$ cat config.mk
export PLATFORM = sky130hd
export DESIGN_NAME = adc_frame_sequencer
export DESIGN_NICKNAME = d
export VERILOG_FILES = /design/src/rtl/rasm_seq_pkg.sv /design/src/rtl/frame_lock_fsm.sv /design/src/rtl/adc_frame_sequencer.sv
export SDC_FILE = /design/constraint.sdc
export NUM_CORES = 1
export LEC_CHECK = 0
export CAP_MARGIN = 20
export CORE_ASPECT_RATIO = 1.2
export CORE_MARGIN = 2
export CORE_UTILIZATION = 47
export DETAILED_ROUTE_END_ITERATION = 16
export GPL_TIMING_DRIVEN = 0
export HOLD_SLACK_MARGIN = 0.03
export PLACE_DENSITY = 0.79
export SLEW_MARGIN = 20
export SYNTH_ARGS = -nofsm -noshare
export SYNTH_HDL_FRONTEND = slang
export SYNTH_SLANG_ARGS = --single-unit
$ cat constraint.sdc
create_clock -name i_lvds_bitClk -period 1.6 [get_ports i_lvds_bitClk]
set_input_delay 0.24 -clock i_lvds_bitClk [delete_from_list [all_inputs] [get_ports i_lvds_bitClk]]
set_output_delay 0.24 -clock i_lvds_bitClk [all_outputs]
set_load 0.05 [all_outputs]
$ cat src/rtl/rasm_seq_pkg.sv
// Shared types and constants for the ADC frame sequencer.
package rasm_seq_pkg;

    // Acquisition / tracking states of the frame-lock FSM.
    typedef enum logic [1:0] {
        ACQ_LOW  = 2'd0,
        ACQ_HIGH = 2'd1,
        CONFIRM  = 2'd2,
        RUN      = 2'd3
    } seq_state_t;

    // All-ones phase select; slice to [PW-1:0] to park a strobe.
    // Any value >= DIV disables a strobe, and all-ones is always >= DIV.
    localparam logic [31:0] PHASE_OFF = '1;

endpackage

$ cat src/rtl/frame_lock_fsm.sv
// Frame-clock lock FSM: acquires alignment to the ADC frame clock, runs the
// bit-phase counter and drops lock after MISS_LIMIT consecutive bad frames.
module frame_lock_fsm
    import rasm_seq_pkg::*;
#(
    parameter int DIV        = 3,
    parameter int PW         = 4,
    parameter int MISS_LIMIT = 4
) (
    input  logic          i_clk,
    input  logic          i_rst_n,
    input  logic          i_frame_clk,
    output logic          o_run,
    output logic [PW-1:0] o_phase,
    output logic          o_drop,
    output logic          o_sync_lost
);

    localparam int            MW       = $clog2(MISS_LIMIT + 1);
    localparam logic [PW-1:0] PH_LAST  = PW'(DIV - 1);
    localparam logic [PW-1:0] PH_EDGE  = PW'(DIV - 2);
    localparam logic [MW-1:0] MISS_MAX = MW'(MISS_LIMIT);

    seq_state_t    r_state;
    logic [PW-1:0] r_phase;
    logic [MW-1:0] r_miss;
    logic          r_fc_prev;
    logic          r_edge_ok;
    logic          r_edge_bad;
    logic          r_sync_lost;

    logic          w_edge;
    logic          w_frame_good;
    logic [MW-1:0] w_miss_inc;

    // A rising edge is judged on the sample arriving this cycle against the last one.
    assign w_edge       = i_frame_clk & ~r_fc_prev;
    // An edge on the last phase itself makes the frame bad.
    assign w_frame_good = r_edge_ok & ~r_edge_bad & ~w_edge;
    assign w_miss_inc   = r_miss + MW'(1);

    assign o_run       = (r_state == RUN);
    assign o_phase     = r_phase;
    assign o_sync_lost = r_sync_lost;
    // Asserted during the evaluation cycle that is about to drop lock.
    assign o_drop      = (r_state == RUN) && (r_phase == PH_LAST) &&
                         !w_frame_good && (w_miss_inc == MISS_MAX);

    // Lock FSM, phase counter, per-frame edge bookkeeping and miss counter.
    // NOTE: every register here uses <= so all updates see pre-edge values.
    always_ff @(posedge i_clk or negedge i_rst_n) begin
        if (!i_rst_n) begin
            r_state     <= ACQ_LOW;
            r_phase     <= '0;
            r_miss      <= '0;
            r_fc_prev   <= 1'b0;
            r_edge_ok   <= 1'b0;
            r_edge_bad  <= 1'b0;
            r_sync_lost <= 1'b0;
        end else begin
            r_fc_prev   <= i_frame_clk;
            r_sync_lost <= 1'b0;
            case (r_state)
                ACQ_LOW: begin
                    if (!i_frame_clk) r_state <= ACQ_HIGH;
                end
                ACQ_HIGH: begin
                    if (i_frame_clk) r_state <= CONFIRM;
                end
                CONFIRM: begin
                    if (i_frame_clk) begin
                        r_state    <= RUN;
                        r_phase    <= '0;
                        r_miss     <= '0;
                        r_edge_ok  <= 1'b0;
                        r_edge_bad <= 1'b0;
                    end else begin
                        r_state <= ACQ_LOW;
                    end
                end
                RUN: begin
                    if (r_phase == PH_LAST) begin
                        r_phase    <= '0;
                        r_edge_ok  <= 1'b0;
                        r_edge_bad <= 1'b0;
                        if (w_frame_good) begin
                            r_miss <= '0;
                        end else if (w_miss_inc == MISS_MAX) begin
                            r_state     <= ACQ_LOW;
                            r_miss      <= '0;
                            r_sync_lost <= 1'b1;
                        end else begin
                            r_miss <= w_miss_inc;
                        end
                    end else begin
                        r_phase <= r_phase + 1'b1;
                        if (w_edge) begin
                            if (r_phase == PH_EDGE) r_edge_ok  <= 1'b1;
                            else                    r_edge_bad <= 1'b1;
                        end
                    end
                end
                default: r_state <= ACQ_LOW;
            endcase
        end
    end

endmodule

$ cat src/rtl/adc_frame_sequencer.sv
// ADC frame sequencer: locks to the LVDS frame clock and generates the
// ADC/FFT/memory strobes, the channel index and the spectrum-line frame counter.
module adc_frame_sequencer
    import rasm_seq_pkg::*;
#(
    parameter  int DIV         = 3,
    parameter  int PW          = 4,
    parameter  int NCH         = 2,
    parameter  int MEMORYWIDTH = 10,
    parameter  int LINE_LEN    = 2 ** MEMORYWIDTH,
    parameter  int MISS_LIMIT  = 4,
    localparam int CW          = (NCH > 1) ? $clog2(NCH) : 1
) (
    input  logic                   i_lvds_bitClk,
    input  logic                   i_rst_n,
    input  logic                   i_lvds_frameClk,
    input  logic                   i_fft_lineSync,
    input  logic [PW-1:0]          i_adcPhase,
    input  logic [PW-1:0]          i_fftPhase,
    input  logic [PW-1:0]          i_memPhase,
    output logic                   o_adc_frameStrobe,
    output logic                   o_fft_frameStrobe,
    output logic                   o_mem_sampleStrobe,
    output logic [CW-1:0]          o_channel,
    output logic [MEMORYWIDTH-1:0] o_frameCounter,
    output logic                   o_lineWrap,
    output logic                   o_locked,
    output logic                   o_syncLost
);

    localparam logic [CW-1:0]          CH_LAST   = CW'(NCH - 1);
    localparam logic [MEMORYWIDTH-1:0] LINE_LAST = MEMORYWIDTH'(LINE_LEN - 1);

    logic          w_run;
    logic          w_drop;
    logic          w_gate;
    logic [PW-1:0] w_phase;

    logic                   r_adc_tmp, r_fft_tmp, r_mem_tmp;
    logic                   r_adc_strobe, r_fft_strobe, r_mem_strobe;
    logic [CW-1:0]          r_chan, r_channel;
    logic [MEMORYWIDTH-1:0] r_frame_cnt, r_frame_out;
    logic                   r_wrap_int, r_line_wrap;

    frame_lock_fsm #(
        .DIV        (DIV),
        .PW         (PW),
        .MISS_LIMIT (MISS_LIMIT)
    ) u_lock (
        .i_clk       (i_lvds_bitClk),
        .i_rst_n     (i_rst_n),
        .i_frame_clk (i_lvds_frameClk),
        .o_run       (w_run),
        .o_phase     (w_phase),
        .o_drop      (w_drop),
        .o_sync_lost (o_syncLost)
    );

    // Strobes already in the pipe are squashed as soon as lock is being dropped.
    assign w_gate = w_run & ~w_drop;

    // First strobe stage: phase match against the live phase-select inputs.
    always_ff @(posedge i_lvds_bitClk or negedge i_rst_n) begin
        if (!i_rst_n) begin
            r_adc_tmp <= 1'b0;
            r_fft_tmp <= 1'b0;
            r_mem_tmp <= 1'b0;
        end else begin
            r_adc_tmp <= w_run && (w_phase == i_adcPhase);
            r_fft_tmp <= w_run && (w_phase == i_fftPhase);
            r_mem_tmp <= w_run && (w_phase == i_memPhase);
        end
    end

    // Output strobe registers, gated off once lock is gone.
    always_ff @(posedge i_lvds_bitClk or negedge i_rst_n) begin
        if (!i_rst_n) begin
            r_adc_strobe <= 1'b0;
            r_fft_strobe <= 1'b0;
            r_mem_strobe <= 1'b0;
        end else begin
            r_adc_strobe <= r_adc_tmp & w_gate;
            r_fft_strobe <= r_fft_tmp & w_gate;
            r_mem_strobe <= r_mem_tmp & w_gate;
        end
    end

    // Channel index: restarts at 0 each lock, advances per ADC strobe and
    // is published in the same cycle as the strobe it belongs to.
    always_ff @(posedge i_lvds_bitClk or negedge i_rst_n) begin
        if (!i_rst_n) begin
            r_chan    <= '0;
            r_channel <= '0;
        end else begin
            if (!w_run) begin
                r_chan <= '0;
            end else if (r_adc_tmp) begin
                r_chan <= (r_chan == CH_LAST) ? '0 : r_chan + 1'b1;
            end
            if (r_adc_tmp & w_gate) r_channel <= r_chan;
        end
    end

    // Frame counter: steps at phase 0 of each frame; lineSync beats the wrap.
    // The count is kept across lock loss so a re-lock continues the line.
    always_ff @(posedge i_lvds_bitClk or negedge i_rst_n) begin
        if (!i_rst_n) begin
            r_frame_cnt <= '0;
            r_wrap_int  <= 1'b0;
        end else begin
            r_wrap_int <= 1'b0;
            if (w_run && (w_phase == '0)) begin
                if (i_fft_lineSync) begin
                    r_frame_cnt <= '0;
                end else if (r_frame_cnt == LINE_LAST) begin
                    r_frame_cnt <= '0;
                    r_wrap_int  <= 1'b1;
                end else begin
                    r_frame_cnt <= r_frame_cnt + 1'b1;
                end
            end
        end
    end

    // Output register stage for the counter and its wrap pulse.
    always_ff @(posedge i_lvds_bitClk or negedge i_rst_n) begin
        if (!i_rst_n) begin
            r_frame_out <= '0;
            r_line_wrap <= 1'b0;
        end else begin
            r_frame_out <= r_frame_cnt;
            r_line_wrap <= r_wrap_int;
        end
    end

    assign o_adc_frameStrobe  = r_adc_strobe;
    assign o_fft_frameStrobe  = r_fft_strobe;
    assign o_mem_sampleStrobe = r_mem_strobe;
    assign o_channel          = r_channel;
    assign o_frameCounter     = r_frame_out;
    assign o_lineWrap         = r_line_wrap;
    assign o_locked           = w_run;

endmodule
# Yosys cells after proc, flatten, opt, wreduce, memory -nomap -nowiden
# Index checks and enable logic that the tools add are counted.
[word_totals] regBits=43 input_bits=16 out_inout_bits=17 wordCells=106
[classes] n_addsub=4 n_eq_ne=20 mux=36 bitwise=11 reduce_logical=16
[ops] cell="10-bit two-way mux" count=2
[ops] cell="1-bit two-way mux" count=17
[ops] cell="4-bit equality test" count=3
[ops] cell="2-bit two-way mux" count=6
[ops] cell="3-bit two-way mux" count=4
[ops] cell="10-bit by 1-bit adder with 10-bit output, second input constant" count=1
[ops] cell="10-bit equality test, second input constant" count=1
[ops] cell="4-bit two-way mux" count=2
[ops] cell="2-bit inequality test, second input constant" count=4
[ops] cell="2-bit one-hot mux with 4 select lines" count=1
[ops] cell="4-bit one-hot mux with 2 select lines" count=1
[ops] cell="4-bit AND reduction" count=2
[ops] cell="1-bit AND" count=7
[ops] cell="1-bit logical AND" count=7
[ops] cell="2-bit by 1-bit inequality test with 1-bit output, second input constant" count=3
[ops] cell="3-bit by 1-bit inequality test with 1-bit output, second input constant" count=2
[ops] cell="3-bit one-hot mux with 2 select lines" count=1
[ops] cell="5-bit AND reduction" count=1
[ops] cell="4-bit by 1-bit adder with 4-bit output, second input constant" count=1
[ops] cell="2-bit equality test, second input constant" count=2
[ops] cell="4-bit by 1-bit equality test with 1-bit output, second input constant" count=1
[ops] cell="4-bit by 2-bit equality test with 1-bit output, second input constant" count=1
[ops] cell="4-bit logical NOT" count=1
[ops] cell="1-bit NOT" count=4
[ops] cell="11 further kinds" count=12

# Longest topological paths before layout
[logic_depth] depth_word=10 mapped_depth=7

# By module
# Synthesis repeated with hierarchy kept, for this count alone.
[unflattened] hier_cells=177 area_unflattened_um2=2029.4
[by_module_without_submodules] module="adc_frame_sequencer" n_inst=1 cells_per_inst=109 area_each_um2=1303.8 seq_area_each_um2=750.7
[by_module_without_submodules] module="frame_lock_fsm" n_inst=1 cells_per_inst=68 area_each_um2=725.7 seq_area_each_um2=325.3

# Worst setup path after synthesis
# OpenSTA, ideal clock, no wires.
[synth_timing] path_type="register to register" start="register u_lock.r_state[0]" end="register r_channel (netlist: o_channel)" setup_ns=0.125 arrival_ns=1.738 t_required_ns=1.475 setup_slack_ns=-0.263 stages_incl_launch_ff=6 synth_period_minus_slack_ns=1.863 path_cell_list="dfrtp_1 > clkbuf_1 > nand2_1 > inv_1 > and3_1 > mux2_2"
[synth_between] elab_chain_cells=7
[synth_rtl] item="from (decl)" line="frame_lock_fsm.sv:24" source="seq_state_t r_state;"
[synth_rtl] item="from (signal assigned)" line="frame_lock_fsm.sv:53" source="r_state <= ACQ_LOW;"
[synth_rtl] item="from (signal assigned)" line="frame_lock_fsm.sv:65" source="if (!i_frame_clk) r_state <= ACQ_HIGH;"
[synth_rtl] item="from (signal assigned)" line="frame_lock_fsm.sv:68" source="if (i_frame_clk) r_state <= CONFIRM;"
[synth_rtl] item="2-bit equality test (*)" line="frame_lock_fsm.sv:42" source="assign o_run = (r_state == RUN);"
[synth_rtl] item="named net o_locked" line="adc_frame_sequencer.sv:27" source="output logic o_locked,"
[synth_rtl] item="1-bit logical AND (2 in a row)" line="frame_lock_fsm.sv:46" source="assign o_drop = (r_state == RUN) && (r_phase == PH_LAST) &&"
[synth_rtl] item="1-bit logical AND" line="frame_lock_fsm.sv:47" source="!w_frame_good && (w_miss_inc == MISS_MAX);"
[synth_rtl] item="1-bit NOT" line="adc_frame_sequencer.sv:60" source="assign w_gate = w_run & ~w_drop;"
[synth_rtl] item="1-bit AND (*)" line="adc_frame_sequencer.sv:60"
[synth_rtl] item="1-bit AND (*)" line="adc_frame_sequencer.sv:100" source="if (r_adc_tmp & w_gate) r_channel <= r_chan;"
[synth_rtl] item="to (signal assigned)" line="adc_frame_sequencer.sv:100"
[synth_rtl] item="to (decl)" line="adc_frame_sequencer.sv:41" source="logic [CW-1:0] r_chan, r_channel;"
# The timed path passes the listed nets; every way through them passes the cells marked *.
# A chain may end at the register's enable or synchronous reset.

# Final worst setup path
[layout_timing] start="register u_lock.r_phase[3] (netlist: u_lock.o_phase[3])" end="register r_frame_cnt[6]"
[layout_between] elab_chain_cells=2
[layout_rtl] item="from (decl)" line="frame_lock_fsm.sv:25" source="logic [PW-1:0] r_phase;"
[layout_rtl] item="from (signal assigned)" line="frame_lock_fsm.sv:96" source="r_phase <= r_phase + 1'b1;"
[layout_rtl] item="4-bit logical NOT" line="adc_frame_sequencer.sv:112" source="if (w_run && (w_phase == '0)) begin"
[layout_rtl] item="1-bit logical AND" line="adc_frame_sequencer.sv:112"
[layout_rtl] item="to (signal assigned)" line="adc_frame_sequencer.sv:119" source="r_frame_cnt <= r_frame_cnt + 1'b1;"
[layout_rtl] item="to (decl)" line="adc_frame_sequencer.sv:42" source="logic [MEMORYWIDTH-1:0] r_frame_cnt, r_frame_out;"
# No other way between the ends.

==> impl_summary.md <==
Cells and area
The total number of nets in the final design is about 270. The end-of-flow core utilization is 69.8%. The library cell used most frequently in the layout, excluding fill and tap cells, is sky130_fd_sc_hd__dfrtp_1. The layout overhead on the synthesized area is 39.9%. The antenna cell count is 0. The library cells used most frequently in the layout, excluding fill and tap cells, are sky130_fd_sc_hd__dfrtp_1 (39), sky130_fd_sc_hd__nand2_1 (19), sky130_fd_sc_hd__buf_4 (18). Of the cells placed in the final design, the portion with a size suffix greater than 1 is around a quarter.

STA
The relative slew slack is 67.6%. The final-report max-slew violation count was 0. The final-layout setup total negative slack is -0.344 ns. Based on the critical path, the design can be clocked at up to 0.591 GHz.

The worst-case clock skew is around 0.0036 ns. The actual transition at the worst max-transition pin is slightly below 0.5 ns. The number of hold violations in the final report is 0. Setup violations remaining at the end of the flow were counted as 11. The worst path uses 106% of the clock period. The setup slack of the critical path after layout is -0.0911 ns.

Setup repair after global routing could not meet its margin everywhere. After layout, the minimum clock period comes to 1.69 ns.

Power
The maximum VDD drop is approximately 1.1 mV. The analysis attributes to cell leakage a power of approximately 1.2 nW. For this design the ratio of total power to cell area is about 1900 nW/um^2.

Logic synthesis
The post-synth design cell area is 2000 sq um. The proportion of synthesized chip area in sequential cells is 53.9%. In this run, synthesis produced a sequential element count of 43. The dominant combinational cell family by area after synthesis is simple AND/OR/NAND/NOR gates. The most instantiated flip-flop cell in the synthesis netlist is sky130_fd_sc_hd__dfrtp_1.

The fraction of the mapped netlist area in simple logic gates is 19.5%. The average cell area after synthesis is 10.5 sq um. The gate count after technology mapping is about 190. Summing the areas of all xor and xnor instances in the mapped netlist gives 7.45% of the synthesized area. The synthesized-area fraction occupied by ao, oa, aoi and oai cells is 11.5%. The top cell type's share of synthesized area is 53.9%. Yosys mapped a number of flops with a built-in enable equal to 0. Synthesis produced a netlist with a net count of 210. In the post-synthesis netlist, the biggest area contributors are sky130_fd_sc_hd__dfrtp_1 (54%), sky130_fd_sc_hd__xnor2_1 (5.7%), sky130_fd_sc_hd__nand2_1 (3.8%). Of all cell types, the one taking the most synthesized area is sky130_fd_sc_hd__dfrtp_1.

The multiplexer share of the synthesized area is 2.69%. After Yosys synthesis, full adders, half adders and majority gates account for 1.88% of the synthesized area. The number of warnings printed during yosys synthesis is 0. The share of flip-flops with an asynchronous set or reset after synthesis is 100%. The count of unique library cells instantiated by Yosys is 44.

Route
In the routed design, unresolved DRC markers number 0. The first detailed-routing pass took 5 iterations. Across all layers, the routed design uses between 1500 and 2000 vias.

In the routed layout, each cell is associated on average with a via count of between 5 and 6. Dividing the detail-routed wire length by the instance count gives about 14 um. The total wire length after detailed routing is roughly 4300 um. The detailed router finished its first iteration with 122 violations. The detail route stage leaves a number of antenna-violating nets equal to 0.

Clocking
The clock insertion delay at the later pin of the skew report is 0.29 ns. The count of clock tree sinks is 43. The tree is rooted in a sky130_fd_sc_hd__clkbuf_8. CTS built an H-tree with a depth of 2.

Clock-pin slew was measured on the worst setup and hold paths at 0.08 ns. TritonCTS built the clock tree. Counting the buffers created by CTS gives 5. The number of buffers on the longest clock path is 2.

Global routing
The number of global-route vias before repair is 1604. The largest net degree at the start of global routing is 29. The number of antenna violations at the first check in global routing came to 0.

The wire length of the first global-routing pass is 7090 um. Global routing consumed, over all layers together, roughly a fifth of the routing resources. After global routing the overflow that remains totals 0.

Setup path
STA classifies the critical path startpoint as a flop. Data on the critical path arrives at its endpoint at 1.88 ns. Counting both buffers and inverters, the worst setup path holds a total of 2.

In this design, the critical path's most frequently occurring cell is sky130_fd_sc_hd__buf_6. The biggest cell delay along the critical path is 0.41 ns. The cell family contributing the most delay on the critical path is simple AND/OR/NAND/NOR gates. The data required time at the worst endpoint is 1.79 ns. On the critical path, the stage with the largest delay is an instance of sky130_fd_sc_hd__dfrtp_1.

The kind of capture point of the worst setup path is a flop. The critical path is of the reg2reg type. The top fanout value on the critical path is 7.

The signal on the critical path passes through or3_1 -> buf_6 -> or2_1 -> buf_6 -> o2bb2ai_2 -> a31o_1.

Run
Max-cap violations in this run came to 0.

Floorplan
The die boundary height is 75.4 um. The die area is around 4800 sq um. The cell row count is 25. The initial core utilization is between 40% and 50%. The area inside the core boundary is 4000 sq um.

The width of the chip is 63.5 um. 33 I/O pins were placed.

Place
The number of buffers added on ports is 32. The final HPWL from detailed placement is around 2800 um. At the end of routability-driven placement, the weighted congestion stood at 0.942.

Hold path
In this run the worst hold path is classified as reg2reg.

Run status
The flow ran to the end, but the final reports show violations. The final reports fail on setup timing.
## cell families after synthesis
group / after synthesis
compound gates: 36
buf+inv: 12
xor+xnor: 17
flops: 43
fa+ha+maj: 3
mux: 5
simple gates: 75
## through the flow
step	total power [mW]	std cells	hold slack, ns	worst slack (ns)	instance area, sq um
after floorplan	3.34	191	-0.0556	-0.0990	2010
after global placement	3.90	277	0.334	-0.709	2390
after detailed placement	3.97	278	0.172	-0.537	2410
after CTS	5.01	293	0.364	-0.122	2660
after global routing	5.62	301	0.373	-0.119	2800
final	5.29	301	0.360	-0.0911	2800
## per-layer routing
metal	up-vias	GRT usage, %	routed length (um)
met4	0	11.4	170
li1	775	-	-
met1	808	19.9	1580
met5	-	0	0
met3	16	4.28	201
met2	66	37.2	2330
## where the power goes
part / switching (mW) / leakage [nW] / internal, mW
registers: 0.395 / 0.525 / 1.46
logic: 1.50 / 0.638 / 1.08
clock network: 0.348 / 0.0612 / 0.505
total: 2.25 / 1.22 / 3.05
## sequential cells by signal (all words and copies together), names as in the netlist
name                count
o_lineWrap              1
u_lock.r_edge_ok        1
u_lock.o_sync_lost      1
o_fft_frameStrobe       1
o_adc_frameStrobe       1
u_lock.r_state          2
o_frameCounter         10
r_chan                  1
u_lock.o_phase          4
u_lock.r_fc_prev        1
u_lock.r_edge_bad       1
r_adc_tmp               1
r_mem_tmp               1
o_mem_sampleStrobe      1
u_lock.r_miss           3
r_wrap_int              1
r_frame_cnt            10
r_fft_tmp               1
o_channel               1
## worst paths after layout
path	start	to	slack [ns]	cells after the start
worst max-delay path	u_lock.o_phase[3]$_DFFE_PN0P_	r_frame_cnt[6]$_DFFE_PN0P_	-0.09	6
worst min-delay path	r_wrap_int$_DFF_PN0_	o_lineWrap$_DFF_PN0_	0.36	0
worst max register to register	u_lock.o_phase[3]$_DFFE_PN0P_	r_frame_cnt[6]$_DFFE_PN0P_	-0.09	6
worst min register to register	r_wrap_int$_DFF_PN0_	o_lineWrap$_DFF_PN0_	0.36	0
max in group asynchronous	i_rst_n	u_lock.r_state[1]$_DFFE_PN0P_	0.75	3
min in group asynchronous	i_rst_n	r_frame_cnt[6]$_DFFE_PN0P_	0.38	2
## synthesized netlist by cell type, drive strengths merged, types with 3 or more instances
cell     n
nand2b   3
inv      4
nand2   20
nor2b    3
a21oi   11
clkbuf   3
ha       3
nor3     8
dfrtp   43
mux2     3
o21ai   10
nand3    9
buf      5
o31ai    3
or2      3
and3     3
xnor2   13
xor2     4
nor4     5
nor2    13
## timing repair
action	4_1_cts	5_1_grt
setup endpoints to repair	35	19
endpoints found under the hold margin	15	0
hold buffers	1	0
pin swaps	8	9
gates resized for setup	45	19
buffers inserted	8	9
gates cloned	0	0
## layout make-up
| type | instances | area [sq um] |
|---|---|---|
| Fill cell | 335 | 1210 |
| Multi-Input combinational cell | 136 | 1020 |
| Clock inverter | 2 | 35.0 |
| Timing Repair Buffer | 51 | 454 |
| Tap cell | 54 | 67.6 |
| Sequential cell | 43 | 1080 |
| Clock buffer | 6 | 82.6 |
| Buffer | 5 | 40.0 |
| Inverter | 4 | 18.8 |
Power figures use the tool's default switching activity.
